File: config.mk
export PLATFORM = sky130hd
export DESIGN_NAME = serial_key_injector
export DESIGN_NICKNAME = d
export VERILOG_FILES = /design/src/rtl/galaksija_kbd_pkg.sv /design/src/rtl/uart_rx_8n1.sv /design/src/rtl/serial_key_injector.sv
export SDC_FILE = /design/constraint.sdc
export NUM_CORES = 1
export LEC_CHECK = 0
export CAP_MARGIN = 20
export CORE_UTILIZATION = 65
export DETAILED_ROUTE_END_ITERATION = 10
export PLACE_DENSITY = 0.95
export SYNTH_ARGS = -nofsm -noshare
export SYNTH_HDL_FRONTEND = slang
export SYNTH_SLANG_ARGS = --single-unit
File: constraint.sdc
create_clock -name clk -period 7.6 [get_ports clk]
set_input_delay 1.52 -clock clk [delete_from_list [all_inputs] [get_ports clk]]
set_output_delay 1.52 -clock clk [all_outputs]
set_load 0.005 [all_outputs]
File: src/rtl/galaksija_kbd_pkg.sv
// Galaksija keyboard matrix definitions shared by the PS/2 and serial key paths.
package galaksija_kbd_pkg;

  // Matrix positions with a fixed meaning
  localparam logic [5:0] KEY_SHIFT = 6'd53;
  localparam logic [5:0] KEY_CR    = 6'd48;
  localparam logic [5:0] KEY_SPACE = 6'd31;

  // Result of translating one ASCII byte into a matrix press
  typedef struct packed {
    logic       valid;
    logic       shift;
    logic [5:0] idx;
  } key_code_t;

  typedef enum logic [1:0] {RX_IDLE, RX_START, RX_DATA, RX_STOP} rx_state_t;
  typedef enum logic [1:0] {K_IDLE, K_PRESS, K_GAP} key_state_t;

  // ASCII -> matrix position; shifted punctuation sits on the digit/symbol keys
  function automatic key_code_t ascii_to_key(input logic [7:0] ch);
    key_code_t k;
    k = '0;
    if ((ch >= 8'h41 && ch <= 8'h5A) || (ch >= 8'h61 && ch <= 8'h7A)) begin
      k.valid = 1'b1;
      k.idx   = {1'b0, ch[4:0]};
    end else if (ch >= 8'h30 && ch <= 8'h39) begin
      k.valid = 1'b1;
      k.idx   = {2'b10, ch[3:0]};
    end else begin
      k.valid = 1'b1;
      case (ch)
        8'h0D: k.idx = KEY_CR;
        8'h20: k.idx = KEY_SPACE;
        8'h3B: k.idx = 6'd42;   // ;
        8'h3A: k.idx = 6'd43;   // :
        8'h2C: k.idx = 6'd44;   // ,
        8'h3D: k.idx = 6'd45;   // =
        8'h2E: k.idx = 6'd46;   // .
        8'h2F: k.idx = 6'd47;   // /
        8'h21: begin k.shift = 1'b1; k.idx = 6'd33; end  // ! = SHIFT+1
        8'h22: begin k.shift = 1'b1; k.idx = 6'd34; end  // "
        8'h23: begin k.shift = 1'b1; k.idx = 6'd35; end  // #
        8'h24: begin k.shift = 1'b1; k.idx = 6'd36; end  // $
        8'h25: begin k.shift = 1'b1; k.idx = 6'd37; end  // %
        8'h26: begin k.shift = 1'b1; k.idx = 6'd38; end  // &
        8'h27: begin k.shift = 1'b1; k.idx = 6'd39; end  // '
        8'h28: begin k.shift = 1'b1; k.idx = 6'd40; end  // (
        8'h29: begin k.shift = 1'b1; k.idx = 6'd41; end  // )
        8'h2B: begin k.shift = 1'b1; k.idx = 6'd42; end  // + = SHIFT+;
        8'h2A: begin k.shift = 1'b1; k.idx = 6'd43; end  // * = SHIFT+:
        8'h3C: begin k.shift = 1'b1; k.idx = 6'd44; end  // <
        8'h2D: begin k.shift = 1'b1; k.idx = 6'd45; end  // -
        8'h3E: begin k.shift = 1'b1; k.idx = 6'd46; end  // >
        8'h3F: begin k.shift = 1'b1; k.idx = 6'd47; end  // ?
        default: k.valid = 1'b0;
      endcase
    end
    return k;
  endfunction

endpackage

File: src/rtl/uart_rx_8n1.sv
// 8N1 UART receiver: 2-FF synchroniser, mid-bit sampling, one-cycle result pulses.
module uart_rx_8n1
  import galaksija_kbd_pkg::*;
#(
  parameter int F_CLK = 25000000,
  parameter int BAUD  = 115200
) (
  input  logic       clk,
  input  logic       reset_n,
  input  logic       rx,
  output logic [7:0] data,
  output logic       valid,
  output logic       frame_err
);

  localparam int BIT_CYC  = F_CLK / BAUD;
  localparam int HALF_CYC = BIT_CYC / 2;
  localparam int CNT_W    = $clog2(BIT_CYC + 1);

  logic             r_meta, r_sync, r_prev;
  rx_state_t        r_state;
  logic [CNT_W-1:0] r_cnt;
  logic [2:0]       r_bit;
  logic [7:0]       r_shift;
  logic [7:0]       r_data;
  logic             r_valid, r_frame_err;

  // Synchronise the line, then walk start/data/stop sampling at bit centres
  always_ff @(posedge clk) begin
    if (!reset_n) begin
      r_meta      <= 1'b1;
      r_sync      <= 1'b1;
      r_prev      <= 1'b1;
      r_state     <= RX_IDLE;
      r_cnt       <= '0;
      r_bit       <= '0;
      r_shift     <= '0;
      r_data      <= '0;
      r_valid     <= 1'b0;
      r_frame_err <= 1'b0;
    end else begin
      r_meta      <= rx;
      r_sync      <= r_meta;
      r_prev      <= r_sync;
      r_valid     <= 1'b0;
      r_frame_err <= 1'b0;
      case (r_state)
        RX_IDLE: begin
          r_cnt <= '0;
          if (r_prev && !r_sync) r_state <= RX_START;
        end
        RX_START: begin
          if (r_cnt == CNT_W'(HALF_CYC - 1)) begin
            r_cnt <= '0;
            r_bit <= '0;
            // A line that is high again at mid-start was only a glitch
            r_state <= r_sync ? RX_IDLE : RX_DATA;
          end else begin
            r_cnt <= r_cnt + CNT_W'(1);
          end
        end
        RX_DATA: begin
          if (r_cnt == CNT_W'(BIT_CYC - 1)) begin
            r_cnt   <= '0;
            r_shift <= {r_sync, r_shift[7:1]};
            if (r_bit == 3'd7) r_state <= RX_STOP;
            else r_bit <= r_bit + 3'd1;
          end else begin
            r_cnt <= r_cnt + CNT_W'(1);
          end
        end
        RX_STOP: begin
          if (r_cnt == CNT_W'(BIT_CYC - 1)) begin
            r_cnt   <= '0;
            r_state <= RX_IDLE;
            if (r_sync) begin
              r_data  <= r_shift;
              r_valid <= 1'b1;
            end else begin
              r_frame_err <= 1'b1;
            end
          end else begin
            r_cnt <= r_cnt + CNT_W'(1);
          end
        end
        default: r_state <= RX_IDLE;
      endcase
    end
  end

  assign data      = r_data;
  assign valid     = r_valid;
  assign frame_err = r_frame_err;

endmodule

File: src/rtl/serial_key_injector.sv
// Serial-to-keyboard bridge: UART bytes are buffered and replayed as timed
// key presses on the Galaksija matrix.
module serial_key_injector
  import galaksija_kbd_pkg::*;
#(
  parameter int F_CLK      = 25000000,
  parameter int BAUD       = 115200,
  parameter int HOLD_MS    = 40,
  parameter int GAP_MS     = 40,
  parameter int FIFO_DEPTH = 8
) (
  input  logic       clk,
  input  logic       reset_n,
  input  logic       rx,
  input  logic [5:0] addr,
  output logic       key_n,
  output logic       busy,
  output logic       overrun,
  output logic       frame_err
);

  localparam int HOLD_CYC = F_CLK / 1000 * HOLD_MS;
  localparam int GAP_CYC  = F_CLK / 1000 * GAP_MS;
  localparam int TMR_MAX  = (HOLD_CYC > GAP_CYC) ? HOLD_CYC : GAP_CYC;
  localparam int TMR_W    = $clog2(TMR_MAX + 1);
  localparam int PTR_W    = $clog2(FIFO_DEPTH);
  localparam int CNT_W    = PTR_W + 1;

  logic [7:0] w_rx_data;
  logic       w_rx_valid, w_rx_frame_err;

  uart_rx_8n1 #(.F_CLK(F_CLK), .BAUD(BAUD)) u_rx (
    .clk       (clk),
    .reset_n   (reset_n),
    .rx        (rx),
    .data      (w_rx_data),
    .valid     (w_rx_valid),
    .frame_err (w_rx_frame_err)
  );

  logic [7:0]       r_fifo_mem [FIFO_DEPTH];
  logic [PTR_W-1:0] r_wr_ptr, r_rd_ptr;
  logic [CNT_W-1:0] r_count;
  logic             r_overrun;
  key_state_t       r_kstate;
  key_code_t        r_key;
  logic [TMR_W-1:0] r_timer;

  logic      w_empty, w_full, w_pop, w_push;
  key_code_t w_head_key;

  assign w_empty    = (r_count == '0);
  assign w_full     = (r_count == CNT_W'(FIFO_DEPTH));
  assign w_head_key = ascii_to_key(r_fifo_mem[r_rd_ptr]);
  assign w_pop      = (r_kstate == K_IDLE) && !w_empty;
  // A simultaneous pop frees a slot, so a full FIFO still takes the byte
  assign w_push     = w_rx_valid && (!w_full || w_pop);

  // Byte storage; contents need no reset since count gates every read
  always_ff @(posedge clk) begin
    if (w_push) r_fifo_mem[r_wr_ptr] <= w_rx_data;
  end

  // FIFO pointers, occupancy and the dropped-byte pulse
  always_ff @(posedge clk) begin
    if (!reset_n) begin
      r_wr_ptr  <= '0;
      r_rd_ptr  <= '0;
      r_count   <= '0;
      r_overrun <= 1'b0;
    end else begin
      r_overrun <= w_rx_valid && !w_push;
      if (w_push) r_wr_ptr <= r_wr_ptr + PTR_W'(1);
      if (w_pop)  r_rd_ptr <= r_rd_ptr + PTR_W'(1);
      if (w_push && !w_pop)      r_count <= r_count + CNT_W'(1);
      else if (!w_push && w_pop) r_count <= r_count - CNT_W'(1);
    end
  end

  // Key FSM: pop a byte, hold its key for HOLD_CYC, then release for GAP_CYC
  always_ff @(posedge clk) begin
    if (!reset_n) begin
      r_kstate <= K_IDLE;
      r_key    <= '0;
      r_timer  <= '0;
    end else begin
      case (r_kstate)
        K_IDLE: begin
          // Unmapped bytes are popped and skipped without a press
          if (!w_empty && w_head_key.valid) begin
            r_key    <= w_head_key;
            r_timer  <= TMR_W'(HOLD_CYC - 1);
            r_kstate <= K_PRESS;
          end
        end
        K_PRESS: begin
          if (r_timer == '0) begin
            r_timer  <= TMR_W'(GAP_CYC - 1);
            r_kstate <= K_GAP;
          end else begin
            r_timer <= r_timer - TMR_W'(1);
          end
        end
        K_GAP: begin
          if (r_timer == '0) r_kstate <= K_IDLE;
          else r_timer <= r_timer - TMR_W'(1);
        end
        default: r_kstate <= K_IDLE;
      endcase
    end
  end

  // Combinational so a CPU read of the matrix sees the key in the same cycle
  assign key_n = !((r_kstate == K_PRESS) &&
                   ((addr == r_key.idx) || (r_key.shift && addr == KEY_SHIFT)));

  assign busy      = !w_empty || (r_kstate != K_IDLE);
  assign overrun   = r_overrun;
  assign frame_err = w_rx_frame_err;

endmodule

Yosys cells after proc, flatten, opt, wreduce, memory -nomap -nowiden
Memory sizes are Yosys's and may differ from the RTL's. A register that Yosys moved wholly into a read port is not among the register bits.
Cells that the tools add are included.
{ "classes": {"muxes": 39, "order_cmp": 6, "eq_ne": 44, "addsub": 7, "n_reduce_logical": 47} }
{ "ops": {"columns": ["op", "n"], "rows": [
  ["8-bit by 6-bit equality test with 1-bit output (second input constant)", 22],
  ["6-bit case mux with 17 select lines", 1],
  ["20-bit 2-to-1 mux", 3],
  ["20-bit case mux with 3 select lines", 1],
  ["8-bit case mux with 3 select lines", 1],
  ["23-bit OR reduction", 1],
  ["20-bit logical NOT", 1],
  ["20-bit by 1-bit subtractor with 20-bit output (second input constant)", 1],
  ["2-bit 2-to-1 mux", 9],
  ["8-bit by 7-bit >= comparator with 1-bit output (second input constant)", 2],
  ["8-bit by 7-bit less-or-equal comparator with 1-bit output (second input constant)", 2],
  ["8-bit 2-to-1 mux", 2],
  ["3-bit 2-to-1 mux", 5],
  ["15-bit OR reduction", 1],
  ["2-bit OR reduction", 7],
  ["1-bit logical AND", 12],
  ["6-bit 2-to-1 mux", 2],
  ["2-bit by 1-bit inequality test with 1-bit output (second input constant)", 6],
  ["3-bit AND reduction", 4],
  ["1-bit 2-to-1 mux", 10],
  ["3-bit by 1-bit adder with 3-bit output (second input constant)", 3],
  ["8-bit by 1-bit adder with 8-bit output (second input constant)", 1],
  ["8-bit by 4-bit equality test with 1-bit output (second input constant)", 1],
  ["8-bit by 7-bit equality test with 1-bit output (second input constant)", 1],
  ["25 further kinds", 44]
]} }
{ "word_totals": {"n_memories": 1, "register_bits": 74, "ramBits": 64} }
{ "memory_table": {"columns": ["memory", "depth", "word_bits", "rd", "rd_clocked_by_memory_dff", "write_ports", "line", "rtl"], "rows": [
  ["r_fifo_mem", 8, 8, 1, 1, 1, "serial_key_injector.sv:41", "logic [7:0] r_fifo_mem [FIFO_DEPTH];"]
]} }

Logic depth before layout (Yosys ltp)
{ "depth": {"ltp_word": 9, "ltp_mapped": 13} }

Hierarchy
A second synthesis with hierarchy kept.
{ "unflattened": {"hier_cells": 595, "hier_area_um2": 6676.4} }
{ "by_module_without_submodules": {"columns": ["module", "seq_area_each_um2", "instances", "cells_each", "area_each_um2"], "rows": [
  ["serial_key_injector", 2782.7, 1, 455, 5207.5],
  ["uart_rx_8n1", 680.7, 1, 140, 1468.9]
]} }

Least setup slack after synthesis
No wires, ideal clock.
{ "synth_timing": {"path_type": "input to output", "start": "in addr[1]", "end": "out key_n", "arrival_ps": 2088, "path_stages": 4, "path_buffers": 0, "setup_slack_ps": 3992, "path_cell_list": "xnor2_1 nand4_1 a211oi_1 o221ai_1"} }
{ "synth_between": {"elab_chain_len": 5, "word_cells_on_any_way": 6} }
{ "synth_rtl": {"columns": ["element", "line", "rtl"], "rows": [
  ["from (decl)", "serial_key_injector.sv:15", "input logic [5:0] addr,"],
  ["6-bit equality test", "serial_key_injector.sv:115", "((addr == r_key.idx) || (r_key.shift && addr == KEY_SHIFT)));"],
  ["1-bit logical AND", "serial_key_injector.sv:115", null],
  ["1-bit logical OR (*)", "serial_key_injector.sv:115", null],
  ["1-bit logical AND (*)", "serial_key_injector.sv:114", "assign key_n = !((r_kstate == K_PRESS) &&"],
  ["1-bit logical NOT (*)", "serial_key_injector.sv:114", null],
  ["to (decl)", "serial_key_injector.sv:16", "output logic key_n,"]
]} }
Mark *: on every way between the ends. The rest lies on a longest branch, timed or not.

Worst setup path after layout
{ "layout_timing": {"start": "in addr[0]", "end": "out key_n"} }
The elaborated chain is that of the path after synthesis.

==> metrics.cfg <==
[hold_path]
min_path_type = flip-flop to flip-flop

[routing]
wl_per_cell_um = 21.4
drc = 0
vias = 5143
ant_nets = 0
wl_mm = 16.0
vias_per_cell = 6.86
dr.pass1.iters = 6
drt-initial-drc-count = 505

[power_and_ir_drop]
p_leak_nw = 2.68
ir_drop_mv = 0.152
power_density_mw_per_mm2 = 350

[floorplanning]
die_y_um = 103
start_util_pct = 67.1
die_area_mm2 = 0.0105
core-area_mm2 = 0.00982
ios = 13
fp.dieW_um = 103
rows = 36

[synthesis]
ys.flop_type = dfxtp_1
synth_area_per_cell_um2 = 11.0
synth.top_cell.area_share_pct = 29.2
synth_fp_nets = 622
yosys_warnings = 0
syn_inst = 598
synthTopCellsByArea = edfxtp_1, dfxtp_1, mux2i_1, mux4_2, nor2_1
ys_seq_area_share_pct = 52.6
ys_seq_elements = 141
async_reset_ff_share_pct = 0
synth.distinct_cells = 70
syn-cell-area_mm2 = 0.00659
synth-edff-count = 64
yosys.area.top_type = edfxtp_1

[timing]
skew_ps = 9.15
setup-tns-final_ps = 0
slew_violations = 0
worst_pin_slew_ps = 1090
setup_viol = 0
fin_crit_ps = 4640
fin_ws_ps = 2960
fmax_mhz = 216
hold_viol = 0
min_period_over_period_pct = 61.1
rsz0062_at_grt = false
max_slew_margin_pct = 27.0

[cts]
cts-resized-gates = 0
post_cts_buffers = 0
clkTransAtPathRegs_ps = 60
cts_root_buffer = clkbuf_8
htreeDepth = 4
insertion_delay_ps = 540
cts_buffers = 17
clock-sinks = 141
clk_path_buf_depth = 2
ctsHoldBuffers = 0
cts_tree = yes

[placement]
hpwl_mm = 9.64
placed_area_mm2 = 0.00676
gp_congestion = 0.838
port_buffers = 12
place_ws_ps = 2960

[worst_setup_path]
startpoint_type = input port
crit_arrival_ps = 3120
crit_type = input port to primary output
crit_required_ps = 6080
end_kind = primary output
crit_fanout = 2

[layout]
area_growth_pct = 11.9
seqCellArea_mm2 = 0.00346
layout.nets = 628
multiInputGateArea_mm2 = 0.00290
final_area_mm2 = 0.00738
final_common_cell = dfxtp_1
drive_gt1_share_pct = 11.3
layout_common_cells = dfxtp_1, nor2_1, edfxtp_1, nand2_1, mux2i_1
fillers = 602
insertedDiodeCount = 0

[global_route]
grt_max_degree = 47
grtUsageTotal_pct = 32.8
grt_pass1_vias = 4926
grt_pass1_wl_mm = 25.1
globalRouteOverflowTotal = 0
antenna_found_initial = 0

[run_status]
status = finished, final reports clean

[job]
drv_cap = 0

==> sequential cells by signal, indices dropped and copies added (netlist names), 2 cells and up, named ones only <==
register and flops:
r_fifo_mem 64, u_rx.r_bit 3, u_rx.data 8, u_rx.r_shift 8
r_kstate 2, r_count 4, r_timer 20, u_rx.r_cnt 8
r_rd_ptr 3, r_key 7, r_wr_ptr 3
==> worst max-delay path: stages <==
cell             delay (ps)
clkdlybuf4s50_1         510
xnor2_1                 140
nand4_1                 100
a211oi_1                220
o221ai_1                150
clkdlybuf4s50_1         470
==> per-layer routing <==
layer  wire length [µm]  vias to the layer above  GRT usage [%]
met5                  0                        -           2.40
met4                898                        0           21.6
met3               1480                      107           9.08
met2               7720                      375           52.9
met1               5950                     2429           38.5
li1                   -                     2232              -
==> power breakdown <==
| part | leakage (nW) | internal [W] | switching [W] |
|---|---|---|---|
| clock network | 0.301 | 0.000514 | 0.000328 |
| logic | 1.16 | 0.000319 | 0.000501 |
| registers | 1.22 | 0.000839 | 0.0000830 |
| total | 2.68 | 0.00167 | 0.000911 |
==> layout make-up <==
cell class | instances | share of cell area [%]
flip-flops and latches | 141 | 46.9
clock buffers | 21 | 6.46
inverters | 19 | 0.967
well taps | 133 | 2.26
multi-input cells | 405 | 39.3
clock inverters | 11 | 1.68
repair buffers | 20 | 2.41
==> cells by family (layout without fill, tap and decap cells) <==
logic type / Yosys count / after routing / synth area share [%]
compound gates: 113 / 113 / 12.7
xor+xnor: 17 / 17 / 2.26
fa+ha+maj: 15 / 15 / 2.96
buf+inv: 52 / 71 / 3.47
flops: 141 / 141 / 52.6
mux: 48 / 48 / 10.0
simple gates: 212 / 212 / 16.1
==> worst paths after layout <==
check,to,slack [ps],from,depth (start not counted)
max,key_n,2960,addr[0],6
min,u_rx.r_sync,410,u_rx.r_meta,1
max reg2reg,r_timer[9],3770,flip-flop,7
min reg2reg,u_rx.r_sync,410,u_rx.r_meta,1
==> stage by stage <==
stage | power, W | instances | utilization, % | hold WS, ps
2_1_floorplan | 0.00153 | 598 | - | 386
3_3_place_gp | 0.00163 | 715 | 68.8 | 393
3_5_place_dp | 0.00169 | 716 | 68.9 | 406
4_1_cts | 0.00254 | 748 | 75.0 | 417
5_1_grt | 0.00267 | 750 | 75.1 | 427
6_report | 0.00258 | 750 | 75.1 | 407
==> cell usage after synthesis (all sizes together) (4+ instances only) <==
cell type,instances
mux2,4
inv,18
o31ai,4
a21o,4
nand2b,15
a211oi,11
and3b,4
nand3,13
a31o,5
nor2,67
nor3,14
and2,6
edfxtp,64
mux4,13
dfxtp,77
or3,4
buf,11
mux2i,31
o22ai,4
o21ai,19
ha,14
xor2,10
nand4,4
a21oi,23
clkbuf,22
o32ai,14
nand2,54
and3,11
nor4,4
xnor2,7
a31oi,5
No activity file was read; power rests on OpenSTA's default activity.
